`src/rtl/lfsr_bist_pkg.sv`:
```
// Shared definitions for the UART loopback BIST: FSM encodings, LFSR taps,
// default seed and the LFSR next-state function used by both TX and RX sides.
package lfsr_bist_pkg;

    localparam logic [1:0] ST_IDLE  = 2'd0;
    localparam logic [1:0] ST_HUNT  = 2'd1;
    localparam logic [1:0] ST_CHECK = 2'd2;
    localparam logic [1:0] ST_DONE  = 2'd3;

    localparam int TAP_A = 6;
    localparam int TAP_B = 4;
    localparam int TAP_C = 3;

    localparam logic [15:0] SEED_DEFAULT = 16'hACE1;
    localparam int          LFSR_MAX_W   = 32;

    // Fibonacci step: feedback = msb ^ tap6 ^ tap4 ^ tap3, shifted in at bit 0.
    function automatic logic [LFSR_MAX_W-1:0] lfsr_next(
        input logic [LFSR_MAX_W-1:0] state,
        input int                    width
    );
        logic [LFSR_MAX_W-1:0] msb_shift_s;
        logic [LFSR_MAX_W-1:0] mask_s;
        logic                  fb_s;
        msb_shift_s = state >> (width - 1);
        fb_s        = msb_shift_s[0] ^ state[TAP_A] ^ state[TAP_B] ^ state[TAP_C];
        if (width >= LFSR_MAX_W) begin
            mask_s = {LFSR_MAX_W{1'b1}};
        end else begin
            mask_s = (32'd1 << width) - 32'd1;
        end
        return {state[LFSR_MAX_W-2:0], fb_s} & mask_s;
    endfunction

endpackage

```
`src/rtl/lfsr_ref_gen.sv`:
```
// Receive-side replica of the transmit LFSR; load returns it to SEED,
// step advances it by one bit (one byte of the stream).
module lfsr_ref_gen
    import lfsr_bist_pkg::*;
#(
    parameter int               WIDTH = 16,
    parameter logic [WIDTH-1:0] SEED  = WIDTH'(SEED_DEFAULT)
) (
    input  logic       i_Clock,
    input  logic       i_Reset,
    input  logic       i_Load,
    input  logic       i_Step,
    output logic [7:0] o_Byte
);

    logic [WIDTH-1:0] lfsr_r;

    // LFSR state register: load has priority over step.
    always_ff @(posedge i_Clock) begin
        if (i_Reset) begin
            lfsr_r <= SEED;
        end else if (i_Load) begin
            lfsr_r <= SEED;
        end else if (i_Step) begin
            lfsr_r <= WIDTH'(lfsr_next(LFSR_MAX_W'(lfsr_r), WIDTH));
        end
    end

    assign o_Byte = lfsr_r[7:0];

endmodule

```
`config.mk`:
```
export PLATFORM = sky130hd
export DESIGN_NAME = lfsr_ref_gen
export DESIGN_NICKNAME = d
export VERILOG_FILES = /design/src/rtl/lfsr_bist_pkg.sv /design/src/rtl/lfsr_ref_gen.sv
export SDC_FILE = /design/constraint.sdc
export NUM_CORES = 1
export LEC_CHECK = 0
export BUFFER_PORTS_ARGS = -buffer_cell sky130_fd_sc_hd__buf_2
export CAP_MARGIN = 20
export CELL_PAD_IN_SITES_DETAIL_PLACEMENT = 1
export CELL_PAD_IN_SITES_GLOBAL_PLACEMENT = 1
export CORE_MARGIN = 2
export CORE_UTILIZATION = 40
export DETAILED_ROUTE_END_ITERATION = 12
export PLACE_DENSITY = 0.76
export SYNTH_ARGS = -nofsm -noshare
export SYNTH_HDL_FRONTEND = slang
export SYNTH_SLANG_ARGS = --single-unit
```
`constraint.sdc`:
```
create_clock -name i_Clock -period 1.04 [get_ports i_Clock]
set_input_delay 0.208 -clock i_Clock [delete_from_list [all_inputs] [get_ports i_Clock]]
set_output_delay 0.208 -clock i_Clock [all_outputs]
set_load 0.01 [all_outputs]
```
==> results.tsv <==
metric	value	unit
max reg flops	16	
nature of the critical path endpoint	output pin	
Layout Skew	0.00288	ns
core area	1670	um2
count of final hold-check violations	0	
GRT overflow	0	
DRT met1 WL	491	um
TNS Setup	0	ns
Multi-input gate area	274	um2
critical path's top delay family	flip-flops	
Root Driver	clkbuf_4	
critical path data required time	0.83	ns
min Tclk post-route	0.999	ns
synthesized flop and latch total	16	
maxcap violations	0	
ranking of synthesized cells by area	dfxtp_1 (46%), mux2i_1 (22%), buf_4 (8.7%)	
Fmax achieved	1000	MHz
type of the worst min-delay path	input pin to flop	
WP data arrival	0.79	ns
register area share after synthesis	0.464	
uppermost routed layer	met4	
top cell type's share of synthesized area	0.464	
total power draw	1.15	mW
critical path, cell by cell	buf_2	
outcome	finished clean	
Finish-stage setup viols	0	
DR vias/cell	4.98	
Core Util, Final	0.462	
area of the mapped netlist	691	um2
Cells after Synth	64	
fin crit share	0.961	
initial antenna violation count	0	
Setup Buffers After CTS	0	
Reg clk slew, reported paths	0.09	ns
Buf/Inv on CP	1	
Syn. warnings	0	
WL per Instance	12.7	um
worst skew pair latency	0.28	ns
TritonCTS Buffers	3	
DR WL met3	43	um
Top reg by flops	lfsr_r	
flip-flop and latch area	338	um2
P_int	0.892	mW
ANT cells	0	
DIE WIDTH	45.6	um
sequential power share	0.556	
Mean Syn Cell Area	10.8	um2
critical path launch point type	flop	
syn nets	68	
switching power	0.257	mW
Sw Share	0.224	
Largest regs	lfsr_r x16	
vias	438	
DRT Pass-1 Iters	2	
routed wl met2	546	um
power per cell area	1490	nW/um2
CTS tree	built	
IO Port Bufs	11	
clock share of power	0.354	
Total GRT Usage	0.129	
Layout area overhead	11.8	%
Synth cell types	13	
Max IR drop VDD	0.700	mV
nets	76	
Clock Path Buffers	2	
final wirelength	1120	um
CTS sink count	16	
fillers	189	
crit-path max FO	4	
htree depth	1	
Slew Viols, Final	0	
io pins	12	
Rows	15	
initial core utilization	0.413	
remaining antenna violation count	0	
slew at the pin closest to its max-slew limit	0.388	ns
Post-route DRC	0	
layout cells sized above 1	0.408	
number of global-route vias before repair	415	
pin count of the biggest net entering global routing	15	
worst hold margin	0.274	ns
RSZ-0062 raised after global routing	no	
Max-slew headroom	0.741	
Largest stage delay, worst path	0.38	ns
routability cong.	0.694	
Die H	45.6	um
Comb power frac	0.090	
Die ar.	2080	um2
Pleak	0.349	nW
Iter 0 DRT Violations	2	
slowest CP cell	dfxtp_4	
first-pass GRT wire length	1820	um
critical path type	flop to output pin	
Yosys top cell by area	dfxtp_1	
final timing paths:
| check | start | to | slack (ns) | depth (start not counted) |
|---|---|---|---|---|
| max reg2reg | lfsr_r[4] | lfsr_r[0] | 0.16 | 3 |
| min reg2reg | lfsr_r[11] | lfsr_r[11] | 0.48 | 2 |
| min | i_Reset | lfsr_r[7] | 0.27 | 4 |
| max | lfsr_r[6] | o_Byte[6] | 0.04 | 1 |
routing by layer:
layer	vias up	GRT usage
met2	10	0.192
met1	206	0.152
met4	0	0.106
met5	-	0
li1	218	-
met3	4	0.0357
layout by cell type (no fill, tap or decap), drive strengths merged:
| cell | count |
|---|---|
| dfxtp | 16 |
| mux2i | 15 |
| buf | 14 |
| nor2 | 9 |
| nand2 | 7 |
| clkbuf | 4 |
| xnor2 | 3 |
| or2 | 1 |
| nor3 | 1 |
| a31oi | 1 |
what timing repair did:
item / in CTS / in global routing
gates cloned: 0 / 0
endpoints found under the setup margin: 4 / 7
pin swaps: 0 / 0
resized for setup: 4 / 9
hold buffers: 0 / 0
power groups by stage:
stage          Combinational, mW  Sequential [mW]  Clock [mW]
2_1_floorplan             0.0893            0.657           0
3_3_place_gp               0.102            0.659           0
3_5_place_dp               0.104            0.660           0
4_1_cts                    0.105            0.647       0.422
5_1_grt                    0.113            0.643       0.449
6_report                   0.103            0.639       0.407
stage by stage:
stage	worst slack [ns]	std cells	instance area [um2]
finish	0.0410	88	772
global route	0.0113	88	772
CTS	0.00917	88	747
detailed placement	0.0173	84	706
global placement	0.0463	84	706
floorplan	0.192	64	691
area by class of cell:
class / count / share of cell area
well taps: 17 / 0.0276
multi-input cells: 37 / 0.355
flip-flops and latches: 16 / 0.438
clock buffers: 4 / 0.0470
repair buffers: 14 / 0.133
cell families (layout without fill, tap and decap cells):
logic type | count (synthesis) | in the layout | synth area share
mux | 15 | 15 | 0.217
compound gates | 1 | 1 | 0.00906
flops | 16 | 16 | 0.464
buf+inv | 11 | 18 | 0.139
xor+xnor | 3 | 3 | 0.0598
simple gates | 18 | 18 | 0.111
synth_stat cells:
cell type,instances
or2_0,1
a31oi_1,1
buf_12,1
mux2i_1,15
buf_4,8
nor2_1,9
xnor2_2,2
buf_2,1
xnor2_1,1
nor3_2,1
dfxtp_1,16
buf_6,1
nand2_1,7
Note: power is estimated with default switching activity, not from simulation.
